===== src/rtl/custom_master_slave_ctrl.sv =====
// Register-programmed burst sequencer. A write to COUNT starts a burst.
// Each transfer is an address strobe followed by a data strobe, with optional idle gaps between transfers.
module custom_master_slave_ctrl #(
  parameter int ADDR_W = 26,
  parameter int DATA_W = 32
) (
  input  logic              clk,
  input  logic              reset,
  input  logic              slave_write,
  input  logic              slave_chipselect,
  input  logic [2:0]        slave_address,
  input  logic [DATA_W-1:0] slave_writedata,
  output logic              rdwr_cntl,
  output logic              n_action,
  output logic              add_data_sel,
  output logic [ADDR_W-1:0] rdwr_address
);

  typedef enum logic [1:0] {
    S_IDLE,
    S_ADDR,
    S_DATA,
    S_GAP
  } state_e;

  state_e state_q, state_d;

  logic              ctrl_q;
  logic [ADDR_W-1:0] base_q;
  logic [7:0]        gap_q;
  logic [15:0]       count_q;

  logic [15:0]       rem_q, rem_d;
  logic [7:0]        gcnt_q, gcnt_d;
  logic [7:0]        wgap_q, wgap_d;
  logic [ADDR_W-1:0] addr_q, addr_d;
  logic              dir_q, dir_d;
  logic              nact_q, nact_d;
  logic              sel_q, sel_d;

  logic we;
  logic launch;

  assign we     = slave_chipselect & slave_write;
  assign launch = we && (slave_address == 3'd3) &&
                  (state_q == S_IDLE) &&
                  (slave_writedata[15:0] != 16'd0);

  // Host-visible registers; COUNT is only stored while idle.
  always_ff @(posedge clk) begin
    if (reset) begin
      ctrl_q  <= 1'b0;
      base_q  <= '0;
      gap_q   <= '0;
      count_q <= '0;
    end else if (we) begin
      case (slave_address)
        3'd0: ctrl_q <= slave_writedata[0];
        3'd1: base_q <= slave_writedata[ADDR_W-1:0];
        3'd2: gap_q  <= slave_writedata[7:0];
        3'd3: if (state_q == S_IDLE)
                count_q <= slave_writedata[15:0];
        default: ;
      endcase
    end
  end

  always_ff @(posedge clk) begin
    if (reset) begin
      state_q <= S_IDLE;
      rem_q   <= '0;
      gcnt_q  <= '0;
      wgap_q  <= '0;
      addr_q  <= '0;
      dir_q   <= 1'b0;
      nact_q  <= 1'b1;
      sel_q   <= 1'b0;
    end else begin
      state_q <= state_d;
      rem_q   <= rem_d;
      gcnt_q  <= gcnt_d;
      wgap_q  <= wgap_d;
      addr_q  <= addr_d;
      dir_q   <= dir_d;
      nact_q  <= nact_d;
      sel_q   <= sel_d;
    end
  end

  always_comb begin
    state_d = state_q;
    rem_d   = rem_q;
    gcnt_d  = gcnt_q;
    unique case (state_q)
      S_IDLE: begin
        if (launch) begin
          state_d = S_ADDR;
          rem_d   = slave_writedata[15:0];
        end
      end
      S_ADDR: state_d = S_DATA;
      S_DATA: begin
        rem_d = rem_q - 16'd1;
        if (rem_q == 16'd1) begin
          state_d = S_IDLE;
        end else if (wgap_q == 8'd0) begin
          state_d = S_ADDR;
        end else begin
          state_d = S_GAP;
          gcnt_d  = wgap_q;
        end
      end
      S_GAP: begin
        if (gcnt_q <= 8'd1) state_d = S_ADDR;
        else                gcnt_d  = gcnt_q - 8'd1;
      end
      default: state_d = S_IDLE;
    endcase
  end

  // Outputs are decoded from the next state so they appear registered.
  always_comb begin
    addr_d = addr_q;
    dir_d  = dir_q;
    wgap_d = wgap_q;
    if (launch) begin
      addr_d = base_q;
      dir_d  = ctrl_q;
      wgap_d = gap_q;
    end else if (state_q == S_DATA && rem_q != 16'd1) begin
      addr_d = addr_q + 1'b1;
    end
    nact_d = !(state_d == S_ADDR || state_d == S_DATA);
    sel_d  = (state_d == S_DATA);
  end

  assign rdwr_cntl    = dir_q;
  assign n_action     = nact_q;
  assign add_data_sel = sel_q;
  assign rdwr_address = addr_q;

  logic unused_bits;
  assign unused_bits = ^{count_q, slave_writedata[DATA_W-1:ADDR_W]};

endmodule


===== config.mk =====
export PLATFORM = sky130hd
export DESIGN_NAME = custom_master_slave_ctrl
export DESIGN_NICKNAME = d
export VERILOG_FILES = /design/src/rtl/custom_master_slave_ctrl.sv
export SDC_FILE = /design/constraint.sdc
export NUM_CORES = 1
export LEC_CHECK = 0
export ABC_AREA = 1
export CORE_MARGIN = 4
export CORE_UTILIZATION = 60
export CTS_BUF_LIST = sky130_fd_sc_hd__clkbuf_16
export DETAILED_ROUTE_END_ITERATION = 8
export MAX_ROUTING_LAYER = met4
export PLACE_DENSITY = 0.86
export RECOVER_POWER = 100
export SKIP_CTS_REPAIR_TIMING = 1
export SYNTH_ARGS = -nofsm -noshare
export SYNTH_HDL_FRONTEND = slang
export SYNTH_SLANG_ARGS = --single-unit

===== constraint.sdc =====
create_clock -name clk -period 4.18 [get_ports clk]
set_input_delay 1.254 -clock clk [delete_from_list [all_inputs] [get_ports clk]]
set_output_delay 1.254 -clock clk [all_outputs]
set_load 0.05 [all_outputs]

==> metrics.yaml, run 1 <==
final_cell_mix: "nor2_1 (189), nand2_1 (177), dfxtp_1 (98)"
io_buffer_count: 61
crit-reg2reg-capture: "rdwr_address[16]$_SDFFE_PP0P_"
synth.distinct_cells: 30
grt_setup_unrepaired: "no"
start_kind: "input port"
post-route-period-util_pct: 83.62
nets: 916
clk_latency_ns: 0.35
worstSetupPathType: "input port to register"
fin_setup_tns_ns: 0
drt_pass1_iterations: 6
die_w_um: 101.1
startpoint: "reset"
drive_gt1_share_pct: 3.995
drt_wl_total_um: 14480
initial_utilization_pct: 62.41
met2WireLength_um: 7022
placed_area_um2: 5838
cts_buffers: 9
finalClockSkew_ns: 0.007954
chipHeight_um: 101.1
max_stage_delay_ns: 0.90
yosysWarningCount: 0
fmax_ghz: 0.2861
tritoncts: "yes"
powerDensity_nw_per_um2: 331.9
slowest_stage: "clkbuf_1"
dr_total_vias: 5520
hpwlAfterDp_um: 10220
endpoint_kind: "register"
hold_viol: 0
ys_seq_area_share_pct: 37.69
core_um2: 8341
cap_violations: 0
grt_pass1_wl_um: 24150
antennaDiodeCount: 0
endpoint: "wgap_q[5]$_SDFFE_PP0P_"
final_common_cell: "nor2_1"
n_fill_cell: 705
drc: 0
finalSetupViolCount: 0
grt_pass1_vias: 5239
ant_nets: 0
wl_per_cell_um: 14.76
syn-num-nets: 866
grtUsageTotal_pct: 30.12
synth_top_area_share_pct: 37.69
synthTopCellsByArea: "dfxtp_1 (38%), nor2_1 (14%), nand2_1 (13%)"
die_area_um2: 10230
worst_pin_slew_ns: 1.338
synth_area_um2: 5205
relSlewSlack_pct: 10.83
root_buffer: "clkbuf_16"
fin_crit_ns: 3.495
crit_fanout: 30
postSynthCellCount: 821
drt_iter0_drc: 493
synth_seq_cells: 98
drv_slew: 0
final_cell_area_um2: 6126
grt_overflow: 0
leakage_nw: 2.556
met1_length_um: 5992
grt_max_degree: 35
syn2layout_area_growth_pct: 17.69
cts.clk_slew.worst_paths_ns: 0.07
hold_class: "register to register"
cts-htree-levels: 3
clock_path_buffers: 2
yosysTopAreaCell: "dfxtp_1"
vias_per_cell: 5.627
reg2reg_slack_ns: 1.78
status: "finished, final reports clean"
cp.required_ns: 4.46
dr.max_layer_used: "met4"
gp_congestion: 1.015
avgSynthCellArea_um2: 6.340
wl_met3_um: 1089
rows: 33
antenna_found_initial: 0
r2r-start: "rem_q[1]$_SDFFE_PP0P_"
reg2regPathDepth: 11
cts_sinks: 98
ios: 68
crit_arrival_ns: 3.77
peakVddDrop_uv: 226.5
cp_cell_sequence: "dlygate4sd3_1, inv_1, clkbuf_1, o21ai_0, nor2_1"
-- synth_stat cells --
cell,number
nand4_1,6
buf_2,9
inv_2,3
o22ai_1,2
nor2_4,1
o21ai_0,79
nor2_2,4
a31oi_1,1
a21oi_1,47
a21o_1,2
xor2_1,6
dfxtp_1,98
clkinv_1,2
o211ai_1,6
nor2_1,188
nand2_4,2
nand2_2,2
o2111ai_1,1
inv_1,72
o31ai_1,1
ha_1,6
nand3b_1,2
or2_2,6
clkbuf_1,14
buf_4,2
nor3_1,14
buf_6,5
xnor2_1,4
nand2_1,177
nand3_1,59
-- logic make-up (layout without fill, tap and decap cells) --
logic type,after synthesis,in the layout,share of synthesized area (%)
flip-flops,98,98,37.69
AO/OA/AOI/OAI,139,139,13.94
AND/OR/NAND/NOR,461,461,36.44
XOR/XNOR,10,10,1.683
buffers and inverters,107,162,8.798
adder cells (fa/ha/maj),6,6,1.442
-- metrics by stage --
step	util [%]	instances	hold slack [ns]	setup slack, ns	total power (W)
after global routing	73.45	981	0.4592	0.5561	0.002100
final	73.45	981	0.4558	0.6847	0.002033
after floorplan	-	821	0.4245	1.501	0.001109
after detailed placement	70.00	965	0.4390	0.6814	0.001188
after global placement	70.00	965	0.4338	0.7392	0.001182
after CTS	73.66	981	0.4492	0.9736	0.002036
-- how the worst min path moves through the flow --
| stage | from | endpoint | slack [ns] | depth (start not counted) |
|---|---|---|---|---|
| CTS | base_q[22]$_SDFFE_PP0P_ | base_q[22]$_SDFFE_PP0P_ | 0.45 | 2 |
| detailed placement | base_q[22]$_SDFFE_PP0P_ | base_q[22]$_SDFFE_PP0P_ | 0.44 | 2 |
| finish | base_q[25]$_SDFFE_PP0P_ | base_q[25]$_SDFFE_PP0P_ | 0.46 | 2 |
| global route | base_q[22]$_SDFFE_PP0P_ | base_q[22]$_SDFFE_PP0P_ | 0.46 | 2 |
| floorplan | base_q[20]$_SDFFE_PP0P_ | base_q[20]$_SDFFE_PP0P_ | 0.42 | 2 |
| global placement | base_q[25]$_SDFFE_PP0P_ | base_q[25]$_SDFFE_PP0P_ | 0.43 | 2 |
-- registers in the layout, indices dropped and copies added, names as in the netlist --
| name | flops |
|---|---|
| ctrl_q | 1 |
| base_q | 26 |
| rdwr_cntl | 1 |
| rem_q | 16 |
| gap_q | 8 |
| state_q | 2 |
| wgap_q | 8 |
| gcnt_q | 8 |
| add_data_sel | 1 |
| n_action | 1 |
| rdwr_address | 26 |
-- layout make-up --
cell class	count	area (um2)	share of cell area [%]
clock inverters	7	80.08	1.307
inverters	77	289.0	4.718
repair buffers	69	655.6	10.70
clock buffers	9	225.2	3.676
well taps	105	131.4	2.145
multi-input cells	616	2783	45.42
flip-flops and latches	98	1962	32.03
-- where the power goes --
| part | total, W | internal, W | switching [W] |
|---|---|---|---|
| combinational | 0.000200 | 0.0000764 | 0.000123 |
| sequential | 0.000968 | 0.000951 | 0.0000164 |
| clock | 0.000866 | 0.000474 | 0.000392 |
| total | 0.00203 | 0.00150 | 0.000531 |
-- critical path: cells and delay by family --
kind                   cells  cell delay, ns
AOI/OAI and AO/OA          1            0.33
buffers and inverters      3            2.00
and+or+nand+nor            1            0.17
-- layer usage --
layer	up-vias	track usage, %
met5	-	-
met4	0	11.25
met3	34	4.752
met2	241	48.39
met1	2520	38.31
li1	2725	-
Note: power is estimated with default switching activity, not from simulation.
==> run 2, diff against run 1 <==
Settings changed: CORE_UTILIZATION 60 to 50, PLACE_DENSITY 0.86 to 0.76.
Clock period 4.18 ns to 3 ns, I/O delays scaled along.
==> run 2 against run 1 <==
  * Core utilization decreased by 11 points
  * Design area is 2.2% higher
  * First-iteration DRC count is 32% lower
  * Via count is 1.7% lower
  * Clock power grew 34%
  * Critical path type is now register to primary output
==> metrics.yaml, run 2 (synthesis results as in run 1) <==
status: "finished, final reports clean"
cp_cell_sequence: "dlygate4sd3_1"
n_fill_cell: 957  # +36%
hold_viol: 0  # unchanged
hold_start: "base_q[22]$_SDFFE_PP0P_"
antenna_found_initial: 0  # unchanged
crit_arrival_ns: 1.74  # -2.03 ns
grt_pass1_vias: 4960  # -5.3%
clk_latency_ns: 0.35  # about the same
syn2layout_area_growth_pct: 20.26
relSlewSlack_pct: 53.66  # +43 points
cp.required_ns: 2.10  # -2.36 ns
antennaDiodeCount: 0  # unchanged
finalClockSkew_ns: 0.007062  # -0.0008913 ns
ios: 68  # unchanged
worst_pin_slew_ns: 0.6951  # -0.6425 ns
tritoncts: "yes"
drc: 0  # unchanged
cts_buffers: 9  # unchanged
crit-reg2reg-capture: "n_action$_SDFF_PP1_"
fin_setup_tns_ns: 0  # unchanged
endpoint_kind: "primary output"
clock_path_buffers: 2  # unchanged
whs_path_depth: 2  # unchanged
cp.buffers_inverters: 1  # -2
max_stage_delay_ns: 0.93  # +0.03 ns
cts.clk_slew.worst_paths_ns: 0.07  # about the same
r2r-start: "rem_q[1]$_SDFFE_PP0P_"
reg2reg_slack_ns: 0.72  # -1.06 ns
root_buffer: "clkbuf_16"
initial_utilization_pct: 52.29  # -10 points
final_cell_mix: "nor2_1 (189), nand2_1 (178), dfxtp_1 (98)"
slowest_stage: "dlygate4sd3_1"
hpwlAfterDp_um: 10510  # +2.9%
wl_per_cell_um: 14.15  # -4.1%
leakage_nw: 2.618  # +2.4%
cts-htree-levels: 3  # unchanged
drive_gt1_share_pct: 4.955  # +0.96 points
hold_end: "base_q[22]$_SDFFE_PP0P_"
chipHeight_um: 110.0  # +8.8%
core_um2: 9955  # +19%
io_buffer_count: 61  # unchanged
post-route-period-util_pct: 87.97
finalSetupViolCount: 0  # unchanged
drt_pass1_iterations: 5  # -1
drt_wl_total_um: 14450  # -0.17%
die_w_um: 110.0  # +8.8%
dr_total_vias: 5425  # -1.7%
worstSetupPathType: "register to primary output"
nets: 928  # +1.3%
grt_setup_unrepaired: "no"
start_kind: "register"
path_delay_family: "buffers and inverters"
final_common_cell: "nor2_1"
grt_overflow: 0  # unchanged
vias_per_cell: 5.313  # -5.6%
fmax_ghz: 0.3789
drt_iter0_drc: 334  # -32%
peakVddDrop_uv: 263.1  # +16%
fin_crit_ns: 2.639
drv_slew: 0  # unchanged
dp_worst_setup_slack_ns: 0.1250  # -0.5563 ns
reg2regPathDepth: 11  # unchanged
setup_ws_ns: 0.3610  # -0.3238 ns
hold_class: "register to register"
cts_sinks: 98  # unchanged
die_area_um2: 12110  # +18%
grt_max_degree: 56  # +60%
ant_nets: 0  # unchanged
grt_pass1_wl_um: 23720  # -1.8%
rows: 36  # +9.1%
grtUsageTotal_pct: 25.58  # -4.5 points
crit_fanout: 7  # -77%
gp_congestion: 0.9740  # -4.0%
cap_violations: 0  # unchanged
powerDensity_nw_per_um2: 446.8  # +35%
==> run 2: changes by cell type in the layout (fill, tap and decap cells not counted), sizes merged <==
cell / delta
clkinv: +3
inv: -3
dlygate4sd3: -1
clkdlybuf4s50: +1
buf: +12
==> run 2: worst register-to-register path, stage by stage, from the launching register on <==
cell and delay, ns:
dfxtp_1 0.36, inv_1 0.08, ha_1 0.19, nand2_1 0.08, nor2_1 0.04, nand2_1 0.16, nand3_1 0.11, nand2_1 0.32
inv_1 0.22, nand2_1 0.11, ha_1 0.22, or2_2 0.28
==> run 2: worst max-delay path by stage <==
stage | end | start | slack [ns] | cells after the start
finish | rdwr_address[14] | rdwr_address[14]$_SDFFE_PP0P_ | 0.36 | 1
global route | rem_q[10]$_SDFFE_PP0P_ | slave_address[0] | 0.16 | 12
CTS | rdwr_address[14] | rdwr_address[14]$_SDFFE_PP0P_ | 0.40 | 1
detailed placement | n_action$_SDFF_PP1_ | slave_address[0] | 0.13 | 10
global placement | n_action$_SDFF_PP1_ | slave_address[0] | 0.17 | 10
floorplan | n_action$_SDFF_PP1_ | slave_writedata[11] | 0.68 | 10
==> run 2: stage by stage <==
stage	utilization, %	cell area (um2)	hold WS [ns]	cells	total power [W]
floorplan	-	5205	0.4245	821	0.001546
global placement	60.16	5988	0.4341	1005	0.001661
detailed placement	60.16	5988	0.4456	1005	0.001667
CTS	63.13	6285	0.4559	1021	0.002814
global route	62.88	6260	0.4817	1021	0.002891
finish	62.88	6260	0.4527	1021	0.002797
==> run 2: metal layers <==
| metal | up-vias | routed length, um | GRT usage (%) |
|---|---|---|---|
| li1 | 2756 | - | - |
| met4 | 0 | 177 | 7.747 |
| met2 | 169 | 6923 | 41.90 |
| met5 | - | 0 | - |
| met3 | 16 | 899 | 3.087 |
| met1 | 2484 | 6452 | 33.20 |
==> run 2: power breakdown <==
| group | switching, W | internal [W] |
|---|---|---|
| Combinational | 0.000171 | 0.000117 |
| Sequential | 0.0000223 | 0.00133 |
| Clock | 0.000516 | 0.000645 |
| Total | 0.000709 | 0.00209 |
==> run 2: area by class of cell <==
class	instances	area, um2	area share [%]
well taps	133	166.4	2.658
flip-flops and latches	98	1962	31.34
clock inverters	7	71.32	1.139
multi-input cells	616	2775	44.33
clock buffers	9	225.2	3.598
repair buffers	81	770.7	12.31
inverters	77	289.0	4.617
